==> config.mk <==
export PLATFORM = sky130hd
export DESIGN_NAME = lfsr_rng_arbiter
export DESIGN_NICKNAME = d
export VERILOG_FILES = /design/src/rtl/lfsr_rng_arbiter.sv
export SDC_FILE = /design/constraint.sdc
export NUM_CORES = 1
export LEC_CHECK = 0
export CAP_MARGIN = 10
export CORE_MARGIN = 5
export CORE_UTILIZATION = 43
export DETAILED_ROUTE_END_ITERATION = 7
export HOLD_SLACK_MARGIN = 0.05
export MAX_ROUTING_LAYER = met4
export PLACE_DENSITY = 0.72
export SYNTH_ARGS = -nofsm -noshare
export SYNTH_HDL_FRONTEND = slang
export SYNTH_SLANG_ARGS = --single-unit
==> constraint.sdc <==
create_clock -name clk -period 3.6 [get_ports clk]
set_input_delay 0.36 -clock clk [delete_from_list [all_inputs] [get_ports clk]]
set_output_delay 0.36 -clock clk [all_outputs]
set_load 0.01 [all_outputs]
==> src/rtl/lfsr_rng_arbiter.sv <==
// Two-requester random byte server: an 8-bit Fibonacci LFSR shared between
// requesters via a round-robin arbiter, with seed reload and warm-up sequencing.
//
// state    | meaning
// ---------+------------------------------------------------------------
// S_IDLE   | ready; serves a request or accepts a seed load
// S_SERVE  | grant pulse on the outputs this cycle; clears it next edge
// S_WARMUP | busy; LFSR free-runs WARMUP steps after a seed load
module lfsr_rng_arbiter #(
  parameter int unsigned WARMUP = 4
) (
  input  logic       clk,
  input  logic       reset,
  input  logic [1:0] req,
  input  logic       seed_load,
  input  logic [7:0] seed_in,
  output logic [1:0] gnt,
  output logic       rnd_valid,
  output logic [7:0] rnd_data,
  output logic       busy
);

  localparam logic [1:0] S_IDLE   = 2'd0;
  localparam logic [1:0] S_SERVE  = 2'd1;
  localparam logic [1:0] S_WARMUP = 2'd2;

  localparam logic [7:0] LFSR_INIT  = 8'h8A;
  localparam logic [3:0] WARMUP_CNT = 4'(WARMUP);

  logic [1:0] r_state;
  logic [7:0] r_lfsr;
  logic [3:0] r_cnt;
  logic       r_ptr;
  logic [1:0] r_gnt;
  logic       r_valid;
  logic [7:0] r_data;
  logic       r_busy;

  logic [7:0] w_lfsr_next;
  logic [7:0] w_seed;
  logic       w_win;
  logic [1:0] w_gnt_onehot;

  // x^8 + x^6 + x^5 + x^4 + 1
  assign w_lfsr_next = {r_lfsr[6:0], r_lfsr[7] ^ r_lfsr[5] ^ r_lfsr[4] ^ r_lfsr[3]};

  // An all-zero seed would lock the LFSR, so it is replaced by the reset value.
  assign w_seed = (seed_in == 8'h00) ? LFSR_INIT : seed_in;

  always_comb begin
    w_win = r_ptr;
    if (req == 2'b01) begin
      w_win = 1'b0;
    end else if (req == 2'b10) begin
      w_win = 1'b1;
    end
  end

  assign w_gnt_onehot = w_win ? 2'b10 : 2'b01;

  always_ff @(posedge clk or posedge reset) begin
    if (reset) begin
      r_state <= S_IDLE;
      r_lfsr  <= LFSR_INIT;
      r_cnt   <= 4'd0;
      r_ptr   <= 1'b0;
      r_gnt   <= 2'b00;
      r_valid <= 1'b0;
      r_data  <= 8'h00;
      r_busy  <= 1'b0;
    end else begin
      case (r_state)
        S_IDLE: begin
          if (seed_load) begin
            r_lfsr  <= w_seed;
            r_cnt   <= WARMUP_CNT;
            r_busy  <= 1'b1;
            r_state <= S_WARMUP;
          end else if (req != 2'b00) begin
            r_gnt   <= w_gnt_onehot;
            r_valid <= 1'b1;
            r_data  <= r_lfsr;
            r_lfsr  <= w_lfsr_next;
            r_ptr   <= ~w_win;
            r_state <= S_SERVE;
          end
        end
        S_SERVE: begin
          r_gnt   <= 2'b00;
          r_valid <= 1'b0;
          if (seed_load) begin
            r_lfsr  <= w_seed;
            r_cnt   <= WARMUP_CNT;
            r_busy  <= 1'b1;
            r_state <= S_WARMUP;
          end else begin
            r_state <= S_IDLE;
          end
        end
        S_WARMUP: begin
          if (seed_load) begin
            r_lfsr <= w_seed;
            r_cnt  <= WARMUP_CNT;
          end else begin
            r_lfsr <= w_lfsr_next;
            r_cnt  <= r_cnt - 4'd1;
            if (r_cnt == 4'd1) begin
              r_busy  <= 1'b0;
              r_state <= S_IDLE;
            end
          end
        end
        default: begin
          r_state <= S_IDLE;
        end
      endcase
    end
  end

  assign gnt       = r_gnt;
  assign rnd_valid = r_valid;
  assign rnd_data  = r_data;
  assign busy      = r_busy;

endmodule

---- After elaboration in Yosys (flattened, before gate mapping) ----
Index checks and enable logic that the tools add are counted.
W data, S select, Z words.
word-level totals
  register bits after elaboration ......... 27
  input bits .............................. 13
  output and inout bits ................... 12
  word-level logic and storage cells ...... 67
operators by class
  add/sub/neg operators ................... 1
  eq/ne operators ......................... 12
  muxes and demuxes ....................... 28
  bitwise gates (word level) .............. 5
  reduce and logical (&&, ||, !) cells .... 13
operators with widths
  operator               count
  $mux W8                5
  $pmux W8 S3            1
  $mux W2                8
  $reduce_and A3 Y1      4
  $ne A2 B2 Y1 const B   5
  $logic_not A8 Y1       1
  $mux W4                2
  $pmux W4 S2            1
  $mux W1                7
  $pmux W2 S3            1
  $reduce_bool A2 Y1     3
  $eq A2 B1 Y1 const B   2
  $eq A2 B2 Y1 const B   2
  $eq A4 B1 Y1 const B   1
  $pmux W1 S2            2
  $pmux W2 S2            1
  $reduce_and A4 Y1      1
  $sub A4 B1 Y4 const B  1
  $ne A3 B3 Y1 const B   1
  $reduce_bool A3 Y1     1
  $xor A1 B1 Y1          3
  $logic_not A2 Y1       1
  $ne A2 B1 Y1 const B   1
  $not A1 Y1             2
  2 further kinds        2

---- Logic depth before layout (Yosys ltp) ----
Gate-level depths: netlist (run 1).
  word-level depth ........................ 7
  mapped depth ............................ 6
  depth with buffers taken out ............ 5

---- Worst setup path before layout (run 1) ----
No wires, ideal clock.
  path type ............................... register -> register
  start point ............................. register r_state[1]
  end point ............................... register r_data[1] (netlist: rnd_data[1])
  library setup time ...................... 125 ps
  data arrival time ....................... 1341 ps
  required time ........................... 3475 ps
  setup slack ............................. 2134 ps
  stages on the path, launching flop included .. 5
  buffers on the path ..................... 2
  period minus slack after synthesis ...... 1466 ps
  cells stage by stage .................... dfrtp_1 buf_6 nor4_4 buf_4 mux2_2
on the way
  cells in the longest elaborated chain, start to end .. 2
ends and longest elaborated chain
  item                         line  RTL
  from (decl)                  30    logic [1:0] r_state;
  from (signal assigned)       63    r_state <= S_IDLE;
  from (signal assigned)       78    r_state <= S_WARMUP;
  from (signal assigned)       85    r_state <= S_SERVE;
  $logic_not A2 Y1             72    case (r_state)
  $reduce_and A3 Y1 (no line)  n/a
  to (signal assigned)         82    r_data <= r_lfsr;
  to (decl)                    36    logic [7:0] r_data;
No other way between the ends.
A chain may end at the register's enable or synchronous reset.

---- Worst setup path in the final report (run 1) ----
  start point ............................. input port seed_load
  end point ............................... register r_data[0] (netlist: rnd_data[0])
on the way
  cells in the longest elaborated chain, start to end .. 2
ends and longest elaborated chain
  item                         line  RTL
  from (decl)                  15    input logic seed_load,
  $not A1 Y1 (no line)         n/a
  $reduce_and A3 Y1 (no line)  n/a
No other way between the ends.

==> impl_metrics.toml, run 1 <==
[synth]
syn_nets = 143
syn_inst = 128
ys_seq_area_share_pct = 50.0
synth-warning-count = 0
synthesis.area_sq_mm = 0.00136
syn_area_per_cell_sq_um = 10.6
netlist-cell-type-count = 34
synth-edff-count = 0
synth_flop_cell = "dfrtp_1"
synth_seq_cells = 27
synthArstFlopShare_pct = 100

[pwr]
power.leakage_nw = 0.663
internal_power_uw = 781
pwr_density_cell_mw_per_mm2 = 738
pwr-share-seq_pct = 48.5
pwr-share-clk_pct = 10.5
power_frac_comb_pct = 41.0
swShare_pct = 35.5
power_switching_uw = 430
power_mw = 1.21
ir_drop_v = 0.000355

[sta]
hold_viol_final = 0
timing.fmax_mhz = 488
hold_ws_ns = 0.498
rsz0062_at_grt = "no"
setup_viol = 0
tightest_slew_ns = 0.963
slew_violations = 0
maxSlewHeadroom_pct = 35.7
fin_worst_skew_ns = 0.00426
setup_tns_ns = 0
fin_crit_ns = 2.05
period_share_pct = 56.9

[global_routing]
grt_overflow = 0
grt_pass1_wl_mm = 4.41
grt_pass1_vias = 968
groute.usage.overall_pct = 13.3
grt_max_degree = 28
antenna_found_initial = 0

[placed_design]
gp_congestion = 0.830
io_buffers = 24
place.detailed.hpwl_mm = 2.02
place_area_sq_mm = 0.00161

[clock_tree]
clock_sinks = 27
clkTransAtPathRegs_ns = 0.14
cts_tree = "yes"
clockBufferDepth = 2
cts_root_buf = "clkbuf_4"
cts_setup_buffers = 0
ctsResizeCount = 0
cts_hold_buf = 0
cts-buffers-inserted = 3
htreeDepth = 1
clock_latency_ns = 0.32

[setup_path]
crit_fanout = 15
criticalPathCategory = "in2reg"
cp_data_arrival_time_ns = 2.27
cp-end-kind = "register"
slowest_stage = "nor4_4"
critPathMaxStageDelay_ns = 0.81
worst_setup_path_start_kind = "input pin"
cp_cell_sequence = "clkdlybuf4s50_1 -> nor4_4 -> mux2_2"
cp.required_ns = 3.82

[outcome]
status = "completed"

[drt]
postRouteAntennaNets = 0
drc = 0
wl_mm = 2.65
vias_per_cell = 5.18
drtIter0Drc = 34
wl_per_cell_microns = 13.6
dr.pass1.iters = 4
vias = 1005

[die]
core_sq_mm = 0.00305
start_util_pct = 44.5
die_h_microns = 66.2
row_count = 20
die_x_microns = 66.2
io_pins = 25
die_area_sq_mm = 0.00439

[hold_path]
hold_path_class = "reg2reg"

[finish]
nets = 166
seqCellArea_sq_um = 679
final_area_sq_mm = 0.00164
drive_gt1_share_pct = 13.3
nFillCells = 282
n_antenna_cell = 0
layout-area-overhead-vs-synth_pct = 20.7
multi_input_area_sq_um = 607

[job]
maxCapViolations = 0
## final timing paths
check                            from          end  slack (ns)  cells after the start
max                         seed_load  rnd_data[0]        1.55                      3
min                         r_lfsr[1]    r_lfsr[1]        0.50                      2
max reg2reg                r_state[1]  rnd_data[0]        1.72                      2
max in group asynchronous       reset     r_cnt[3]        2.47                      2
min in group asynchronous       reset  rnd_data[1]        0.55                      2
min reg2reg                 r_lfsr[1]    r_lfsr[1]        0.50                      2
## area by class of cell
class	instances	area share, %
Multi-Input combinational cell	87	37.0
Inverter	8	1.83
Clock inverter	1	0.457
Clock buffer	3	1.37
Timing Repair Buffer	24	14.6
Tap cell	44	3.35
Sequential cell	27	41.4
## cells in the mapped netlist, types with 2 or more instances
library cell / count / area [sq um]
dfstp_2: 3 / 78.8
a211oi_1: 3 / 22.5
inv_1: 8 / 30.0
nor3_1: 4 / 20.0
ha_1: 2 / 25.0
nor2_1: 11 / 41.3
buf_6: 2 / 22.5
nand3_1: 3 / 15.0
xnor2_1: 2 / 17.5
mux2_2: 8 / 90.1
nand2_1: 12 / 45.0
o31ai_1: 3 / 22.5
mux2i_1: 7 / 70.1
o21ai_0: 9 / 45.0
a21oi_1: 7 / 35.0
dfrtp_1: 24 / 601
buf_2: 2 / 10.0
a22o_1: 2 / 17.5
## power groups by stage
stage	combinational [mW]	sequential, mW	clock (mW)
CTS	0.505	0.587	0.132
detailed placement	0.500	0.593	0
floorplan	0.322	0.568	0
finish	0.496	0.587	0.128
global route	0.550	0.610	0.146
global placement	0.485	0.584	0
## registers in the layout, summed over array words and instances, names as in the netlist
| register | cells |
|---|---|
| busy | 1 |
| gnt | 2 |
| r_cnt | 4 |
| r_lfsr | 8 |
| r_ptr | 1 |
| r_state | 2 |
| rnd_data | 8 |
| rnd_valid | 1 |
## kinds of logic (layout without fill, tap and decap cells)
kind of cell             after synthesis  count (layout)  synth area share [%]
AO/OA/AOI/OAI                         30              30                  14.9
buffers and inverters                 14              36                  5.43
flip-flops                            27              27                  50.0
XOR/XNOR                               3               3                  1.93
AND/OR/NAND/NOR                       37              37                  14.2
adder cells (fa/ha/maj)                2               2                  1.84
multiplexers                          15              15                  11.8
## layer usage
layer  track usage, %  vias up  wire length (microns)
met4             5.58        0                     31
li1                 -      493                      -
met1             16.4      495                   1200
met2             22.2       15                   1350
met5                -        -                      0
met3             1.19        2                     72
## critical path: cells and delay by family
kind                   cells  cell delay (ns)
buffers and inverters      1             0.68
muxes                      1             0.41
and+or+nand+nor            1             0.81
## layout by cell type, fill, tap and decap left out, types with 2 or more instances in the layout
cell / instances
mux2i_1: 7
a22o_1: 2
a21oi_1: 7
o21ai_0: 9
clkdlybuf4s50_1: 24
inv_1: 8
nand2_1: 12
nor2_1: 11
nor3_1: 4
a211oi_1: 3
ha_1: 2
dfrtp_1: 24
mux2_2: 8
clkbuf_4: 3
o31ai_1: 3
nand3_1: 3
dfstp_2: 3
xnor2_1: 2
## metrics by stage
step                std cells  worst slack [ns]  utilization [%]
floorplan                 128              2.13                -
global placement          190              1.25             52.8
detailed placement        190              1.17             52.8
CTS                       194              1.53             53.8
global route              194              1.45             53.8
finish                    194              1.55             53.8
Note: power is estimated with default switching activity, not from simulation.
==> run 2: changes to the inputs <==
Settings changed: PLACE_DENSITY 0.72 to 0.74.
Clock period 3.6 ns to 1.75 ns, I/O delays scaled along.
==> impl_metrics.toml, run 2 (same netlist as run 1, synthesis figures left out) <==
[outcome]
status = "completed"

[setup_path]
cp.required_ns = 2.00
cp-end-kind = "register"
rr_worst_depth = 5
r2r_setup_slack_ns = 0.23
worst_setup_path_start_kind = "register"
critPathMaxStageDelay_ns = 0.61
crit_start = "r_state[0]"
slowest_stage = "dfrtp_1"
endpoint = "r_lfsr[7]"
crit_fanout = 12
criticalPathCategory = "reg2reg"
r2r_end = "r_lfsr[7]"
cp_data_arrival_time_ns = 1.77
cp_cell_sequence = "nor2b_1 -> nor2_2 -> buf_4 -> a211oi_1 -> o31ai_1"
rr_startpoint = "r_state[0]"

[sta]
slew_violations = 0
fin_worst_skew_ns = 0.00835
maxSlewHeadroom_pct = 72.7
setup_tns_ns = 0
fin_ws_ns = 0.230
fin_crit_ns = 1.52
timing.fmax_mhz = 658
hold_ws_ns = 0.198
period_share_pct = 86.8
tightest_slew_ns = 0.410
setup_viol = 0
hold_viol_final = 0
rsz0062_at_grt = "no"

[die]
die_area_sq_mm = 0.00439
die_h_microns = 66.2
core_sq_mm = 0.00305
start_util_pct = 44.5
die_x_microns = 66.2
io_pins = 25
row_count = 20

[finish]
layout_common_cells = "dfrtp_1, clkdlybuf4s50_1, nand2_1, nor2_1, o21ai_0"
layout-area-overhead-vs-synth_pct = 24.1
nFillCells = 282
n_antenna_cell = 0
nets = 171
drive_gt1_share_pct = 15.5

[drt]
wl_mm = 2.78
drc = 0
vias_per_cell = 5.22
drtIter0Drc = 34
dr.pass1.iters = 4
wl_per_cell_microns = 13.9
vias = 1039
postRouteAntennaNets = 0

[pwr]
power.leakage_nw = 0.691
ir_drop_v = 0.00101
pwr_density_cell_mw_per_mm2 = 1510

[clock_tree]
cts-buffers-inserted = 3
cts_root_buf = "clkbuf_4"
clock_sinks = 27
clock_latency_ns = 0.32
clockBufferDepth = 2
cts_setup_buffers = 0
cts_hold_buf = 0
htreeDepth = 1
cts_tree = "yes"
ctsResizeCount = 0
clkTransAtPathRegs_ns = 0.14

[global_routing]
grt_pass1_vias = 1082
antenna_found_initial = 0
grt_pass1_wl_mm = 4.81
grt_overflow = 0
grt_max_degree = 28
groute.usage.overall_pct = 14.5

[job]
maxCapViolations = 0

[placed_design]
place.detailed.hpwl_mm = 2.15
place_ws_ns = 0.0557
gp_congestion = 0.840
io_buffers = 24

[hold_path]
hold_path_class = "in2async"
run 2: cell types whose count changed in the layout (fill, tap and decap cells not counted), sizes merged:
cell / before / now
buf: 0 / 5
clkbuf: 3 / 4
clkinvlp: 1 / 0
run 2: layer usage:
layer	vias up	global-route usage, %	wire length (microns)
met3	2	3.74	128
li1	507	-	-
met2	23	24.3	1390
met1	507	17.3	1250
met4	0	3.55	10
met5	-	-	0
run 2: final cells by class:
| class | count | area, sq um | area share, % |
|---|---|---|---|
| Multi-Input combinational cell | 87 | 607 | 36.0 |
| Inverter | 8 | 30.0 | 1.78 |
| Tap cell | 44 | 55.1 | 3.26 |
| Clock buffer | 4 | 26.3 | 1.56 |
| Sequential cell | 27 | 679 | 40.3 |
| Timing Repair Buffer | 29 | 290 | 17.2 |
run 2: worst min path at each step:
stage,end,depth (start not counted),startpoint
floorplan,busy,1,reset
global placement,gnt[0],1,gnt[0]
detailed placement,gnt[0],1,gnt[0]
CTS,rnd_data[4],3,reset
global route,busy,3,reset
finish,r_lfsr[0],3,reset
run 2: stage by stage:
step                      instances  utilization, %  cell area (sq um)  total power, mW
final                           199            55.3               1690             2.54
after global routing            199            55.3               1690             2.74
after CTS                       199            55.3               1690             2.57
after detailed placement        195            54.4               1660             2.31
after global placement          195            54.4               1660             2.23
after floorplan                 128               -               1360             1.83
run 2: worst max-delay path: cells and delay by family, from the launching register on:
kind                   cells  cell delay (ns)
and+or+nand+nor            2             0.30
DFF                        1             0.61
buffers and inverters      1             0.17
AOI/OAI and AO/OA          2             0.37
run 2: power breakdown:
part / switching (mW) / leakage, nW / internal, mW
Sequential: 0.246 / 0.316 / 0.924
Clock: 0.170 / 0.0150 / 0.0892
Combinational: 0.488 / 0.360 / 0.626
